## src/rtl/exec_unit_if.sv

```systemverilog
// ----------------------------------------------------------------------------
// exec_unit_if : decoder-to-execute bus and execute-to-register_file write port
// Rev 1.0
// ----------------------------------------------------------------------------
`default_nettype none

interface exec_unit_if #(
  parameter int WIDTH  = 16,
  parameter int REG_AW = 3
);
  logic              in_valid;
  logic              in_ready;
  logic [3:0]        op;
  logic [WIDTH-1:0]  src1_dat;
  logic [WIDTH-1:0]  src2_dat;
  logic [REG_AW-1:0] tgt_in;
  logic [REG_AW-1:0] tgt;
  logic [WIDTH-1:0]  tgt_dat;
  logic              out_valid;
  logic              illegal;

  modport master (
    output in_valid, op, src1_dat, src2_dat, tgt_in,
    input  in_ready, tgt, tgt_dat, out_valid, illegal
  );

  modport slave (
    input  in_valid, op, src1_dat, src2_dat, tgt_in,
    output in_ready, tgt, tgt_dat, out_valid, illegal
  );
endinterface

`default_nettype wire

```

## src/rtl/exec_unit.sv

```systemverilog
// ----------------------------------------------------------------------------
// exec_unit : execute/writeback stage; single-cycle ALU ops, iterative shifts,
//             optional iterative MUL (enabled by defining EXEC_MUL_EN)
// Rev 1.0
// ----------------------------------------------------------------------------
`default_nettype none

module exec_unit #(
  parameter int WIDTH  = 16,
  parameter int REG_AW = 3
) (
  input  wire logic  clk,
  input  wire logic  rst_n,
  exec_unit_if.slave bus
);

`ifdef EXEC_MUL_EN
  typedef enum logic [1:0] {S_IDLE = 2'd0, S_SHIFT = 2'd1, S_MUL = 2'd2} state_t;
`else
  typedef enum logic [1:0] {S_IDLE = 2'd0, S_SHIFT = 2'd1} state_t;
`endif

  localparam logic [3:0] c_op_add  = 4'd0;
  localparam logic [3:0] c_op_sub  = 4'd1;
  localparam logic [3:0] c_op_and  = 4'd2;
  localparam logic [3:0] c_op_or   = 4'd3;
  localparam logic [3:0] c_op_xor  = 4'd4;
  localparam logic [3:0] c_op_sll  = 4'd5;
  localparam logic [3:0] c_op_srl  = 4'd6;
  localparam logic [3:0] c_op_sra  = 4'd7;
  localparam logic [3:0] c_op_slt  = 4'd8;
  localparam logic [3:0] c_op_sltu = 4'd9;
`ifdef EXEC_MUL_EN
  localparam logic [3:0] c_op_mul  = 4'd10;
`endif

  state_t            r_state;
  logic [WIDTH-1:0]  r_a;
  logic [1:0]        r_sh_kind;
  logic [4:0]        r_cnt;
  logic [REG_AW-1:0] r_tgt_sav;
  logic [REG_AW-1:0] r_tgt;
  logic [WIDTH-1:0]  r_tgt_dat;
  logic              r_out_valid;
  logic              r_illegal;
`ifdef EXEC_MUL_EN
  logic [WIDTH-1:0]  r_b;
  logic [WIDTH-1:0]  r_acc;
  logic [WIDTH-1:0]  w_acc_nxt;
`endif

  logic [WIDTH-1:0]  w_res;
  logic              w_ill;
  logic [3:0]        w_amt;
  logic              w_is_shift;
  logic              w_accept;
  logic [WIDTH-1:0]  w_shift_nxt;

  assign w_amt      = bus.src2_dat[3:0];
  assign w_is_shift = (bus.op == c_op_sll) || (bus.op == c_op_srl) || (bus.op == c_op_sra);
  assign w_accept   = bus.in_valid && (r_state == S_IDLE);

  // Single-cycle results; a shift by zero passes operand A through unchanged.
  always_comb begin
    w_res = '0;
    w_ill = 1'b0;
    case (bus.op)
      c_op_add:  w_res = bus.src1_dat + bus.src2_dat;
      c_op_sub:  w_res = bus.src1_dat - bus.src2_dat;
      c_op_and:  w_res = bus.src1_dat & bus.src2_dat;
      c_op_or:   w_res = bus.src1_dat | bus.src2_dat;
      c_op_xor:  w_res = bus.src1_dat ^ bus.src2_dat;
      c_op_sll, c_op_srl, c_op_sra: w_res = bus.src1_dat;
      c_op_slt:  w_res = {{(WIDTH-1){1'b0}}, ($signed(bus.src1_dat) < $signed(bus.src2_dat))};
      c_op_sltu: w_res = {{(WIDTH-1){1'b0}}, (bus.src1_dat < bus.src2_dat)};
`ifdef EXEC_MUL_EN
      c_op_mul:  w_res = '0;
`endif
      default:   w_ill = 1'b1;
    endcase
  end

  // r_sh_kind holds op[1:0]: 01 SLL, 10 SRL, 11 SRA.
  always_comb begin
    w_shift_nxt = '0;
    case (r_sh_kind)
      2'b01:   w_shift_nxt = {r_a[WIDTH-2:0], 1'b0};
      2'b10:   w_shift_nxt = {1'b0, r_a[WIDTH-1:1]};
      default: w_shift_nxt = {r_a[WIDTH-1], r_a[WIDTH-1:1]};
    endcase
  end

`ifdef EXEC_MUL_EN
  assign w_acc_nxt = r_acc + (r_b[0] ? r_a : '0);
`endif

  always_ff @(posedge clk or negedge rst_n) begin
    if (!rst_n) begin
      r_state     <= S_IDLE;
      r_a         <= '0;
      r_sh_kind   <= '0;
      r_cnt       <= '0;
      r_tgt_sav   <= '0;
      r_tgt       <= '0;
      r_tgt_dat   <= '0;
      r_out_valid <= 1'b0;
      r_illegal   <= 1'b0;
`ifdef EXEC_MUL_EN
      r_b         <= '0;
      r_acc       <= '0;
`endif
    end else begin
      r_out_valid <= 1'b0;
      r_illegal   <= 1'b0;
      r_tgt       <= '0;
      r_tgt_dat   <= '0;
      case (r_state)
        S_IDLE: begin
          if (w_accept) begin
            if (w_is_shift && (w_amt != 4'd0)) begin
              r_a       <= bus.src1_dat;
              r_sh_kind <= bus.op[1:0];
              r_cnt     <= {1'b0, w_amt};
              r_tgt_sav <= bus.tgt_in;
              r_state   <= S_SHIFT;
            end
`ifdef EXEC_MUL_EN
            else if (bus.op == c_op_mul) begin
              r_a       <= bus.src1_dat;
              r_b       <= bus.src2_dat;
              r_acc     <= '0;
              r_cnt     <= 5'd16;
              r_tgt_sav <= bus.tgt_in;
              r_state   <= S_MUL;
            end
`endif
            else begin
              r_out_valid <= 1'b1;
              r_illegal   <= w_ill;
              r_tgt       <= w_ill ? '0 : bus.tgt_in;
              r_tgt_dat   <= w_ill ? '0 : w_res;
            end
          end
        end
        S_SHIFT: begin
          r_a   <= w_shift_nxt;
          r_cnt <= r_cnt - 5'd1;
          if (r_cnt == 5'd1) begin
            r_out_valid <= 1'b1;
            r_tgt       <= r_tgt_sav;
            r_tgt_dat   <= w_shift_nxt;
            r_state     <= S_IDLE;
          end
        end
`ifdef EXEC_MUL_EN
        // Shift-add: multiplicand moves left, multiplier right, one bit per cycle.
        S_MUL: begin
          r_acc <= w_acc_nxt;
          r_a   <= {r_a[WIDTH-2:0], 1'b0};
          r_b   <= {1'b0, r_b[WIDTH-1:1]};
          r_cnt <= r_cnt - 5'd1;
          if (r_cnt == 5'd1) begin
            r_out_valid <= 1'b1;
            r_tgt       <= r_tgt_sav;
            r_tgt_dat   <= w_acc_nxt;
            r_state     <= S_IDLE;
          end
        end
`endif
        default: r_state <= S_IDLE;
      endcase
    end
  end

  assign bus.in_ready  = (r_state == S_IDLE);
  assign bus.tgt       = r_tgt;
  assign bus.tgt_dat   = r_tgt_dat;
  assign bus.out_valid = r_out_valid;
  assign bus.illegal   = r_illegal;

endmodule

`default_nettype wire

```

## src/flat_wrapper.sv

```systemverilog
// flat-port wrapper written by rule: the top's interface ports become plain ports
module exec_unit_flat 
#(
  parameter int WIDTH  = 16,
  parameter int REG_AW = 3
)
  (clk, rst_n, bus_in_valid, bus_op, bus_src1_dat, bus_src2_dat, bus_tgt_in, bus_in_ready, bus_tgt, bus_tgt_dat, bus_out_valid, bus_illegal);
  exec_unit_if #(.WIDTH(WIDTH), .REG_AW(REG_AW)) bus_i ();
  input  wire logic clk;
  input  wire logic rst_n;
  input wire logic [$bits(bus_i.in_valid)-1:0] bus_in_valid;
  input wire logic [$bits(bus_i.op)-1:0] bus_op;
  input wire logic [$bits(bus_i.src1_dat)-1:0] bus_src1_dat;
  input wire logic [$bits(bus_i.src2_dat)-1:0] bus_src2_dat;
  input wire logic [$bits(bus_i.tgt_in)-1:0] bus_tgt_in;
  output wire logic [$bits(bus_i.in_ready)-1:0] bus_in_ready;
  output wire logic [$bits(bus_i.tgt)-1:0] bus_tgt;
  output wire logic [$bits(bus_i.tgt_dat)-1:0] bus_tgt_dat;
  output wire logic [$bits(bus_i.out_valid)-1:0] bus_out_valid;
  output wire logic [$bits(bus_i.illegal)-1:0] bus_illegal;
  assign bus_i.in_valid = bus_in_valid;
  assign bus_i.op = bus_op;
  assign bus_i.src1_dat = bus_src1_dat;
  assign bus_i.src2_dat = bus_src2_dat;
  assign bus_i.tgt_in = bus_tgt_in;
  assign bus_in_ready = bus_i.in_ready;
  assign bus_tgt = bus_i.tgt;
  assign bus_tgt_dat = bus_i.tgt_dat;
  assign bus_out_valid = bus_i.out_valid;
  assign bus_illegal = bus_i.illegal;
  exec_unit #(.WIDTH(WIDTH), .REG_AW(REG_AW)) u_core (.clk(clk), .rst_n(rst_n), .bus(bus_i));
endmodule
```

## config.mk

```make
export PLATFORM = sky130hd
export DESIGN_NAME = exec_unit_flat
export DESIGN_NICKNAME = d
export VERILOG_FILES = /design/src/rtl/exec_unit_if.sv /design/src/rtl/exec_unit.sv /design/src/flat_wrapper.sv
export SDC_FILE = /design/constraint.sdc
export NUM_CORES = 1
export LEC_CHECK = 0
export ABC_AREA = 0
export BUFFER_PORTS_ARGS = -buffer_cell sky130_fd_sc_hd__buf_2
export CORE_ASPECT_RATIO = 1.2
export CORE_MARGIN = 4
export CORE_UTILIZATION = 35
export DETAILED_ROUTE_END_ITERATION = 7
export PLACE_DENSITY = 0.61
export REMOVE_ABC_BUFFERS = 1
export SYNTH_ARGS = -nofsm -noshare
export SYNTH_HDL_FRONTEND = slang
export SYNTH_SLANG_ARGS = --single-unit
```

## constraint.sdc

```tcl
create_clock -name clk -period 3.48 [get_ports clk]
set_input_delay 0.174 -clock clk [delete_from_list [all_inputs] [get_ports clk]]
set_output_delay 0.174 -clock clk [all_outputs]
set_load 0.005 [all_outputs]
```

## Word level (Yosys, flattened, before mapping)

Cells that the tools add are included.

- Multiplexer cells: 30
- $lt $le $gt $ge: 2
- Eq/ne operators: 16
- Bitwise logic cells: 3
- Reductions and logical operators: 13
- Add/subtract/negate cells: 3

Operators by type and width:

| cell | number |
|---|---|
| $pmux W16 S8 | 1 |
| $mux W16 | 6 |
| $pmux W16 S2 | 3 |
| $lt A16 B16 Y1 | 2 |
| $add A16 B16 Y16 | 1 |
| $and A16 B16 Y16 | 1 |
| $eq A4 B3 Y1 const B | 4 |
| $or A16 B16 Y16 | 1 |
| $sub A16 B16 Y16 | 1 |
| $xor A16 B16 Y16 | 1 |
| $mux W3 | 4 |
| $mux W5 | 2 |
| $pmux W5 S2 | 1 |
| $reduce_or A10 Y1 | 1 |
| $reduce_and A3 Y1 | 3 |
| $eq A4 B2 Y1 const B | 2 |
| $eq A4 B4 Y1 const B | 2 |
| $mux W1 | 7 |
| $mux W2 | 3 |
| $ne A2 B1 Y1 const B | 3 |
| $pmux W3 S2 | 1 |
| $eq A5 B1 Y1 const B | 1 |
| $sub A5 B1 Y5 const B | 1 |
| $eq A2 B1 Y1 const B | 2 |
| 11 further kinds | 13 |

- Input port bits: 42
- Register bits: 49
- Word-level logic and storage cells: 76

## Depth between registers and ports, before layout

- Depth in word-level cells: 7
- Depth in mapped cells: 11
- Gate-level depth less buffers: 11

## Least setup slack after synthesis

No wires, ideal clock.

- Path type: input-to-reg
- Start point: input port bus_src1_dat[0]
- End point: register u_core.r_tgt_dat[14] (netlist: u_core.bus.tgt_dat[14])
- Required time: 3.348 ns
- Stages: 11
- Arrival time: 2.021 ns
- Path buffers: 0
- Setup slack: 1.326 ns
- Cells stage by stage: inv_1 -> ha_1 -> fa_1 -> nor2_1 -> o21ai_1 -> a31oi_2 -> a211oi_2 -> o31a_1 -> xnor2_1 -> a221oi_1 -> o21ai_1

- Cells in the longest elaborated chain, start to end: 6

Ends and longest elaborated chain:

| element | line | source |
|---|---|---|
| start, declared | flat_wrapper.sv:13 | `input wire logic [$bits(bus_i.src1_dat)-1:0] bus_src1_dat;` |
| $sub A16 B16 Y16 or $add A16 B16 Y16 (tied branches) | exec_unit.sv:69, exec_unit.sv:68 |  |
| $pmux W16 S8 (*) | exec_unit.sv:67 | `case (bus.op)` |
| $mux W16 (*) | exec_unit.sv:141 | `r_tgt_dat <= w_ill ? '0 : w_res;` |
| $mux W16 (*) | exec_unit.sv:120 | `if (w_is_shift && (w_amt != 4'd0)) begin` |
| $mux W16 (*) | exec_unit.sv:119 | `if (w_accept) begin` |
| $pmux W16 S2 (*) | exec_unit.sv:117 | `case (r_state)` |
| end signal, assigned | exec_unit.sv:141 |  |
| end signal, assigned | exec_unit.sv:151 | `r_tgt_dat <= w_shift_nxt;` |
| end, declared | exec_unit.sv:43 | `logic [WIDTH-1:0] r_tgt_dat;` |

Mark *: on every way between the ends. The rest lies on a longest branch, timed or not.
A chain may end at the register's enable or synchronous reset.

## Worst setup path in the final report

- Start point: register u_core.r_state[0]
- End point: register u_core.r_tgt_dat[10] (netlist: u_core.bus.tgt_dat[10])

- Cells in the longest elaborated chain, start to end: 4

Ends and longest elaborated chain:

| element | line | source |
|---|---|---|
| start, declared | exec_unit.sv:37 | `state_t r_state;` |
| start signal, assigned | exec_unit.sv:99 | `r_state <= S_IDLE;` |
| start signal, assigned | exec_unit.sv:125 | `r_state <= S_SHIFT;` |
| start signal, assigned | exec_unit.sv:152 | `r_state <= S_IDLE;` |
| $logic_not A2 Y1 | exec_unit.sv:61, exec_unit.sv:117 |  |
| $logic_and A1 B1 Y1 | exec_unit.sv:61 | `assign w_accept = bus.in_valid && (r_state == S_IDLE);` |
| $mux W16 | exec_unit.sv:119 |  |
| $pmux W16 S2 (*) | exec_unit.sv:117 |  |

Marks and branches as above.

==> run metrics <==
status finished, final reports clean; dominant synthesized flop cell dfrtp_1; fmax 0.411 GHz; slowest CP cell a2111oi_0; DIE WIDTH 114 um; DRT iter0 DRCs 361; Top delay family on crit path compound AO/OA/AOI/OAI gates; Leak 0.00249 uW; critical path type reg2reg; largest net degree at the start of global routing 31; Worst Path Required 3.63 ns; vias in the first global route 4691; core area 13200 um^2; synth warn 0; CP max FO 27; # rows 46; Worst-path clk slew 0.08 ns; number of synthesized flops with an enable pin 0; Crit. End Element register; Ant. Diodes 0; most used cell, CP buf_4; cell taking the most area after synthesis dfrtp_1; post-DP HPWL 11400 um; clock latency on the worst-skew pair 0.30 ns; CTS Buffer Depth 2; Final Hold Violating Endpoints 0; Port-buffer cells 63; Seq/Total Area, Yosys 25.6%; worst setup margin 1.05 ns; DP Area 5130 um^2; Remaining Overflow, GRT 0; Layout Nets 714; gr usage total 19.4%; Die H 135 um; worst path cell trace buf_4 > inv_1 > nor2_1 > buf_4 > a22o_1 > nand2_1 > o221ai_1 > a2111oi_0 > a211oi_1; Post-CTS Setup Bufs 0; area grow syn2layout 12.8%; largest cells by area after synthesis dfrtp_1, ha_1, inv_1, mux2i_1, nand2_1; Post-Route Setup TNS 0 ns; Fin Hold WS 0.119 ns; WP buf/inv 3; RSZ-0062 raised after global routing false; Critical Path Source Type register; ratio of cells with drive above 1 in the final layout 17.0%; DRT antenna net count 0; Slew HR 33.4%; Ports 64; fin. max-slew vios 0; maxcap violations 0; worst min path class in2reg; H-tree depth 2; Root Driver clkbuf_16; crit-path max cell delay 0.44 ns; wirelength, routed 15000 um; Yosys top cell area share 25.6%; final setup fails 0; Tcrit/Tclk final 69.8%; final instance area 5290 um^2; Yosys cell types 72; first-pass GRT wire length 23900 um; drt first pass iters 5; cts bufs inserted 5; pre-CTS setup slack 0.800 ns; Syn Std Cell Area 4690 um^2; Tmin final 2.43 ns; DR WL/cell 19.1 um; worst clock skew 0.0137 ns; die area 15300 um^2; initial core utilization 35.6%; mean post-synth cell area 8.21 um^2; GPL Wtd Cong 0.881; initial antenna violation count 0; Worst EP arrival 2.58 ns; clock sink count 48; synthesized flop and latch total 48; vias per inst 5.82; Max IR drop VDD 0.000302 V; CTS tree built; worst slew pin tran 0.992 ns; Async S/R FF share, synth 100%; Power Density 504 nW/um^2; via count 4581; Remaining DRCs 0; Mapped Cells 571
## worst paths after layout
path	cells past startpoint	endpoint	slack, ns	start
worst min-delay path	2	u_core.bus.tgt[2]	0.12	bus_tgt_in[2]
min in group asynchronous	2	u_core.bus.tgt_dat[6]	0.46	rst_n
max in group asynchronous	3	u_core.r_a[10]	2.22	rst_n
worst max-delay path	9	u_core.bus.tgt_dat[10]	1.05	u_core.r_state[0]
worst min register to register	1	u_core.bus.tgt[2]	0.50	u_core.r_tgt_sav[2]
worst max register to register	9	u_core.bus.tgt_dat[10]	1.05	u_core.r_state[0]
## layer usage
layer	global-route usage, %	part of all wire (%)
met1	24.7	42
met2	33.7	50
met3	1.97	5.7
met4	7.55	2.5
met5	0	0
## timing repair
| item | in CTS | in global routing |
|---|---|---|
| setup endpoints to repair | 0 | 0 |
| hold buffers | 1 | 0 |
| gates resized for setup | 0 | 0 |
| endpoints found under the hold margin | 29 | 0 |
## synth_stat cells, drive strengths merged (3+ instances only)
cell type / count
nor3b: 3
ha: 52
xnor2: 6
o21ai: 41
a22o: 8
nand2: 50
o21a: 14
and2: 4
dfrtp: 48
buf: 20
xor2: 3
clkbuf: 14
nor4: 3
o2111ai: 4
nor3: 14
mux2: 3
a31oi: 11
o22ai: 15
o31ai: 3
nand3: 4
nor2b: 8
o22a: 4
a2111oi: 7
o221ai: 3
a22oi: 11
inv: 62
o211ai: 5
mux2i: 19
a221oi: 10
a21o: 4
a211oi: 10
nand3b: 4
nor2: 49
or2: 3
a21oi: 25
## stage by stage
step                total power [uW]  util, %  cells
floorplan                       1690        -    537
global placement                2100     38.9    778
detailed placement              2130     38.9    778
CTS                             2670     40.1    787
global route                    2850     40.1    787
finish                          2670     40.1    787
## power breakdown
| group | total (uW) | internal (uW) | switching [uW] |
|---|---|---|---|
| logic | 1240 | 506 | 729 |
| clock network | 534 | 287 | 247 |
| registers | 897 | 751 | 145 |
| total | 2670 | 1540 | 1120 |
## cell families after synthesis
kind of cell	share of synthesized area (%)
flops	25.6
fa+ha+maj	14.7
buf+inv	8.46
mux	4.78
simple gates	15.3
xor+xnor	1.68
compound gates	29.5
## registers in the layout, indices dropped and copies added, names as in the netlist
signal / count
u_core.r_state: 1
u_core.bus.tgt_dat: 16
u_core.r_cnt: 5
u_core.r_sh_kind: 2
u_core.r_tgt_sav: 3
u_core.bus.tgt: 3
u_core.bus.out_valid: 1
u_core.bus.illegal: 1
u_core.r_a: 16
## placed cells by master (no fill, tap or decap), drive strengths merged, types with 5 or more instances in the layout
master   count
nand2       50
xnor2        6
a22o         8
o21ai       41
a31oi       11
a211oi      10
clkbuf       6
mux2i       19
o21a        14
nor3        14
dfrtp       48
a22oi       11
a221oi      10
a2111oi      7
ha          52
o211ai       5
buf         73
nor2b        8
a21oi       25
nor2        49
o22ai       15
inv         62
## worst register-to-register path, cell delays in order, from the launching register on
cell       delay, ns
dfrtp_1         0.36
buf_4           0.21
inv_1           0.32
nor2_1          0.09
buf_4           0.20
a22o_1          0.26
nand2_1         0.14
o221ai_1        0.15
a2111oi_0       0.44
a211oi_1        0.12
## layout make-up
type                            instances  area (um^2)
Fill cell                            1337         7890
Multi-Input combinational cell        427         3090
Sequential cell                        48         1200
Timing Repair Buffer                   74          400
Inverter                               62          233
Tap cell                              168          210
Clock buffer                            6          139
Clock inverter                          2         15.0
No activity file was read; power rests on OpenSTA's default activity.
